==> src/rtl/modp_accumulator.sv <==
// Streaming mod-P accumulator: sums valid/ready residue terms into one result per block.
// Optional range check on incoming terms is enabled by defining MODP_ACC_RANGE_CHK_EN.
module modp_accumulator #(
  parameter int P       = 1621,
  parameter int W       = 11,
  parameter int N_TERMS = 16,
  localparam int CW     = $clog2(N_TERMS + 1)
) (
  input  logic          clk,
  input  logic          rst,
  input  logic          in_valid,
  output logic          in_ready,
  input  logic [W-1:0]  din_r,
  input  logic          in_last,
  output logic          out_valid,
  input  logic          out_ready,
  output logic [W-1:0]  dout_sum,
  output logic [CW-1:0] dout_cnt,
  output logic          err
);

  localparam logic [W:0]    P_W1  = (W + 1)'(P);
  localparam logic [CW-1:0] N_CW  = CW'(N_TERMS);

  typedef enum logic {ACCUM, DONE} state_t;

  state_t        r_state;
  state_t        w_state_next;
  logic [W-1:0]  r_acc;
  logic [CW-1:0] r_cnt;
  logic [W-1:0]  r_sum;
  logic [CW-1:0] r_cnt_out;

  logic          w_xfer;
  logic          w_release;
  logic          w_term;
  logic [W:0]    w_s;
  logic [W-1:0]  w_red;
  logic [W-1:0]  w_acc_next;
  logic [CW-1:0] w_cnt_inc;

  assign in_ready  = (r_state == ACCUM);
  assign out_valid = (r_state == DONE);
  assign dout_sum  = r_sum;
  assign dout_cnt  = r_cnt_out;

  assign w_xfer    = in_valid && in_ready;
  assign w_release = out_valid && out_ready;

  // Both operands are below 2**W, so one conditional subtract suffices for in-range terms.
  assign w_s       = {1'b0, r_acc} + {1'b0, din_r};
  assign w_red     = (w_s >= P_W1) ? W'(w_s - P_W1) : W'(w_s);
  assign w_cnt_inc = r_cnt + 1'b1;
  assign w_term    = in_last || (w_cnt_inc == N_CW);

`ifdef MODP_ACC_RANGE_CHK_EN
  logic w_oor;
  logic r_err;

  // Out-of-range terms still count toward the block but leave the sum untouched.
  assign w_oor      = ({1'b0, din_r} >= P_W1);
  assign w_acc_next = w_oor ? r_acc : w_red;
  assign err        = r_err;

  always_ff @(posedge clk) begin
    if (rst) begin
      r_err <= 1'b0;
    end else if (w_xfer && w_oor) begin
      r_err <= 1'b1;
    end
  end
`else
  assign w_acc_next = w_red;
  assign err        = 1'b0;
`endif

  always_ff @(posedge clk) begin
    if (rst) begin
      r_state <= ACCUM;
    end else begin
      r_state <= w_state_next;
    end
  end

  always_comb begin
    w_state_next = r_state;
    case (r_state)
      ACCUM:   if (w_xfer && w_term) w_state_next = DONE;
      DONE:    if (out_ready)        w_state_next = ACCUM;
      default: w_state_next = ACCUM;
    endcase
  end

  always_ff @(posedge clk) begin
    if (rst) begin
      r_acc     <= '0;
      r_cnt     <= '0;
      r_sum     <= '0;
      r_cnt_out <= '0;
    end else if (w_xfer) begin
      r_acc <= w_acc_next;
      r_cnt <= w_cnt_inc;
      if (w_term) begin
        r_sum     <= w_acc_next;
        r_cnt_out <= w_cnt_inc;
      end
    end else if (w_release) begin
      r_acc <= '0;
      r_cnt <= '0;
    end
  end

endmodule

==> config.mk <==
export PLATFORM = sky130hd
export DESIGN_NAME = modp_accumulator
export DESIGN_NICKNAME = d
export VERILOG_FILES = /design/src/rtl/modp_accumulator.sv
export SDC_FILE = /design/constraint.sdc
export NUM_CORES = 1
export LEC_CHECK = 0
export BUFFER_PORTS_ARGS = -buffer_cell sky130_fd_sc_hd__clkbuf_2
export CAP_MARGIN = 25
export CORE_MARGIN = 2
export CORE_UTILIZATION = 60
export DETAILED_ROUTE_END_ITERATION = 10
export PLACE_DENSITY = 0.84
export SKIP_CTS_REPAIR_TIMING = 1
export SYNTH_ARGS = -nofsm -noshare
export SYNTH_HDL_FRONTEND = slang
export SYNTH_SLANG_ARGS = --single-unit
==> constraint.sdc <==
create_clock -name clk -period 6.6 [get_ports clk]
set_input_delay 1.32 -clock clk [delete_from_list [all_inputs] [get_ports clk]]
set_output_delay 1.32 -clock clk [all_outputs]
set_load 0.02 [all_outputs]
Yosys cells after proc, flatten, opt, wreduce, memory -nomap -nowiden. Index checks and enable logic that the tools add are counted.

$add $sub $neg: 3. Multipliers: 0. Divide/modulo/power cells: 0. Magnitude comparators: 1. Eq/ne operators: 1. Shifts and indexed selects: 0. Muxes and demuxes: 8. Bitwise logic cells: 1. Reduce and logical (&&, ||, !) cells: 6.

Operator list (number): 11-bit 2-to-1 mux (3); 11-bit by 11-bit adder with 12-bit output (1); 12-bit by 11-bit >= comparator with 1-bit output (second input constant) (1); 11-bit subtractor (second input constant) (1); 5-bit 2-to-1 mux (2); 5-bit by 1-bit adder with 5-bit output (second input constant) (1); 5-bit == test (second input constant) (1); 1-bit logical AND (3); 1-bit 2-to-1 mux (2); 1-bit case mux with 2 select lines (1); 2-bit AND reduction (1); 2-bit nonzero test (1); 1-bit logical OR (1); 1-bit inverter (1).

Register bits: 33. Latch bits: 0. Bits in writable memories: 0. Memory bits (read-only): 0. Input bits: 16. Output and inout bits: 19. Word-level logic and storage cells: 25. Memories: 0.

Logic depth before layout (Yosys ltp).
Depth after elaboration: 6. Mapped depth: 12. Gate-level depth less buffers: 12.

Least setup slack after synthesis. Ideal clock, no wire load.

Path type: input -> register. Start point: input port din_r[0]. End point: register r_sum[7] (netlist: dout_sum[7]). Setup time: 0.136 ns. Data arrival time: 3.772 ns. Data required time: 6.464 ns. Setup slack: 2.692 ns. Cell stages on the path: 10. Path buffers: 0. Cell sequence: ha_1 -> fa_1 -> a21o_1 -> a2111oi_4 -> nor2_1 -> o32a_4 -> o311a_4 -> o21ai_1 -> xor2_1 -> a211oi_1.

Word-level cells in the longest chain between the ends: 3. Elaborated cells on any way between the ends: 4. Classes of those cells: add/sub: 2; order compare: 1; mux: 1.

Ends and longest elaborated chain: from (decl) (RTL line 13) `input logic [W-1:0] din_r,`; 11-bit by 11-bit adder with 12-bit output * (RTL line 51) `assign w_s = {1'b0, r_acc} + {1'b0, din_r};`; 11-bit subtractor / 12-bit by 11-bit >= comparator with 1-bit output (equally long branches) (RTL line 52) `assign w_red = (w_s >= P_W1) ? W'(w_s - P_W1) : W'(w_s);`; 11-bit 2-to-1 mux * (RTL line 52); to (signal assigned) (RTL line 104) `r_sum <= w_acc_next;`; to (decl) (RTL line 31) `logic [W-1:0] r_sum;`.

Every way passes the cells marked *; elsewhere a longest branch is shown, timed or not. A chain may end at the register's enable or synchronous reset.

Worst setup path after layout.
Start point: input port din_r[0]. End point: register r_acc[0].

Word-level cells in the longest chain between the ends: 4. Elaborated cells on any way between the ends: 5. Classes of those cells: add/sub: 2; order compare: 1; mux: 2.

Ends and longest elaborated chain: 11-bit by 11-bit adder with 12-bit output * (RTL line 51); 11-bit subtractor / 12-bit by 11-bit >= comparator with 1-bit output (equally long branches) (RTL line 52); 11-bit 2-to-1 mux * (RTL line 52); 11-bit 2-to-1 mux * (RTL line 100) `end else if (w_xfer) begin`; to (signal assigned) (RTL line 101) `r_acc <= w_acc_next;`; to (decl) (RTL line 29) `logic [W-1:0] r_acc;`.

Marks and branches as above.

==> results.cfg <==
[synthesis]
synth_simple_gate_area_share = 0.192
ys.flop_type = dfxtp_1
synth.cell_area_um2 = 2190
syn_inst = 265
synth_nets = 297
netlist-cell-type-count = 50
yosysWarningCount = 0
post_synth_fa_ha_maj_area_fraction = 0.0947
post_synth_mux_area_share = 0.00457
synthesized_area_fraction_occupied_by_ao_oa_aoi_and_oai_cells = 0.307
dominant_combinational_cell_family_by_area_after_synthesis = compound AO/OA/AOI/OAI gates
yosys_register_bits = 33
postSynth.asyncResetShare = 0
synth-edff-count = 0
yosys.area_share.xor_xnor = 0.0599
postSynthAreaPerCell_um2 = 8.27
seq_area_frac_synth = 0.301

[critical_path]
slowest_stage_cell_on_the_critical_path = fa_1
cpPeakStageDelay_ps = 440
worstPathRequired_ps = 6840
worstPathCellList = clkbuf_2, ha_1, fa_1, a21o_1, a2111oi_4, nor2_1, o32a_4, o311a_4, o21ai_0, nand2_1, o21ai_0
timing.critical_path.max_delay_family = compound AO/OA/AOI/OAI gates
critPathCaptureType = flip-flop
crit_path_frequent_cell = o21ai_0
worstSetupPathType = in2reg
cp_max_fo = 8
startpoint_type = input pin
worst-path-buf-inv = 1
worst_ep_arrival_time_ps = 4180

[sta]
report.final.hold_viol_count = 0
fin_setup_tns_ps = 0
rsz_0062_raised_after_global_routing = no
min_period_ps = 3940
tightestPinTransition_ps = 922
max_slew_margin_vs_limit = 0.385
timing_max_transition_violations_final = 0
clock_skew_ps = 12.2
number_of_setup_violations_in_the_final_report = 0
part_of_the_cycle_the_worst_path_needs = 0.597
achievable-frequency_mhz = 254

[cts]
cts.reportedPaths.clkPinSlew_ps = 100
numCtsBuffers = 5
cts.root.buffer_cell = clkbuf_4
htreeDepth = 2
clock_path_buffers = 2
tritoncts = yes
insertion_delay_ps = 330
cts_num_sinks = 33

[routing]
firstDrtPassIters = 4
drt_wl_total_mm = 4.91
vias = 2022
route.antenna.remaining_nets = 0
wl_per_cell_um = 14.4
post-route-drc-count = 0
detailedRoute.firstIterationViolations = 130
vias_cell = 5.95

[placed_design]
numPortBuffers = 33
placed_cells = 332
post_dp_hpwl_mm = 3.64
gp_congestion = 0.854

[floorplanning]
std_cell_rows = 21
fp.dieArea_um2 = 4150
fp.coreArea_um2 = 3420
die_x_um = 64.4
initial_utilization = 0.642
floorplan.die.height_um = 64.4
ios = 35

[final_layout]
layout-area-overhead-vs-synth_pct = 11.3
most-common-layout-cells = dfxtp_1 (33), clkbuf_2 (33), nand2_1 (26)
final_layout_size_suffix_gt1_frac = 0.170
num-fill-cells = 284
stdcell_count = 340
antennaDiodeCount = 0
final_net_count = 325

[global_route]
grt.total_usage = 0.254
grt_first_pass_wirelength_mm = 8.39
maximum_number_of_pins_on_one_net_before_global_route_repair = 29
grt_antenna_before_repair = 0
global_route.overflow_total = 0
via_count_of_the_first_global_routing_pass = 1950

[job]
drv.max_cap_violation_count = 0

[status]
status = finished, final reports clean

[hold_path]
hold_class = reg2reg

[pwr]
post-layout-total-power_uw = 1170
vdd_drop_max_uv = 249
power_density_over_the_cells_nw_per_um2 = 479
p_leak_uw = 0.00105
-- report_power, final --
part	switching [uW]	total [uW]	internal, uW
Combinational	443	736	293
Clock	67.7	158	90.5
Sequential	30.8	273	243
Total	541	1170	627
-- state kept, by name, summed over array words and instances, names as in the netlist --
register,count
dout_cnt,5
r_acc,11
dout_sum,11
r_cnt,5
out_valid,1
-- cells by family (layout without fill, tap and decap cells) --
logic type | count (synthesis) | count (layout)
compound gates | 90 | 90
simple gates | 90 | 90
flops | 33 | 33
buf+inv | 19 | 48
fa+ha+maj | 16 | 16
xor+xnor | 15 | 15
other cells | 1 | 1
mux | 1 | 1
-- worst reg2reg max path: cells and delay by family, from the launching register on --
kind / cells / cell delay (ps)
compound gates: 6 / 1910
fa+ha+maj: 2 / 660
simple gates: 2 / 200
flops: 1 / 320
-- Yosys cell counts (all sizes together), types with 3 or more instances --
library cell	instances	share of area
a311oi	5	0.020
o21ai	24	0.057
a21oi	19	0.043
a21o	6	0.021
xnor2	6	0.024
a211oi	10	0.037
nand2b	6	0.017
a22oi	3	0.010
clkbuf	9	0.015
nand3	10	0.023
nand2	26	0.045
o21a	3	0.010
nor2	25	0.043
inv	7	0.012
xor2	9	0.036
a31oi	3	0.0086
nor3	6	0.014
dfxtp	33	0.30
buf	3	0.012
and3	6	0.017
ha	15	0.086
-- per-layer routing --
metal / part of all wire / track usage / vias up / wire [um]
li1: - / - / 1031 / -
met1: 0.46 / 0.324 / 932 / 2260
met2: 0.48 / 0.422 / 53 / 2360
met3: 0.045 / 0.0521 / 6 / 221
met4: 0.014 / 0.0984 / 0 / 68
met5: 0 / 0 / - / 0
-- cell type report --
cell class              instances  area, um2  share of cell area
inverters                       7       26.3              0.0108
clock buffers                   7       55.1              0.0226
multi-input cells             213       1450               0.592
clock inverters                 1       30.0              0.0123
flip-flops and latches         33        661               0.271
repair buffers                 33        165              0.0677
well taps                      46       57.6              0.0236
-- final timing paths --
check                                  from           to  slack (ps)  depth (start not counted)
worst max-delay path               din_r[0]     r_acc[0]        2660                         11
worst min-delay path            dout_cnt[1]  dout_cnt[1]         470                          2
worst max register to register     r_acc[0]     r_acc[0]        3440                         10
worst min register to register  dout_cnt[1]  dout_cnt[1]         470                          2
-- metrics by stage --
stage | cell area (um2) | hold WS, ps | utilization | setup slack (ps)
final | 2440 | 471 | 0.714 | 2660
after global routing | 2440 | 505 | 0.714 | 2520
after CTS | 2440 | 475 | 0.714 | 2680
after detailed placement | 2350 | 455 | 0.689 | 2370
after global placement | 2350 | 443 | 0.689 | 2380
after floorplan | 2190 | 429 | - | 2690
No activity file was read; power rests on OpenSTA's default activity.
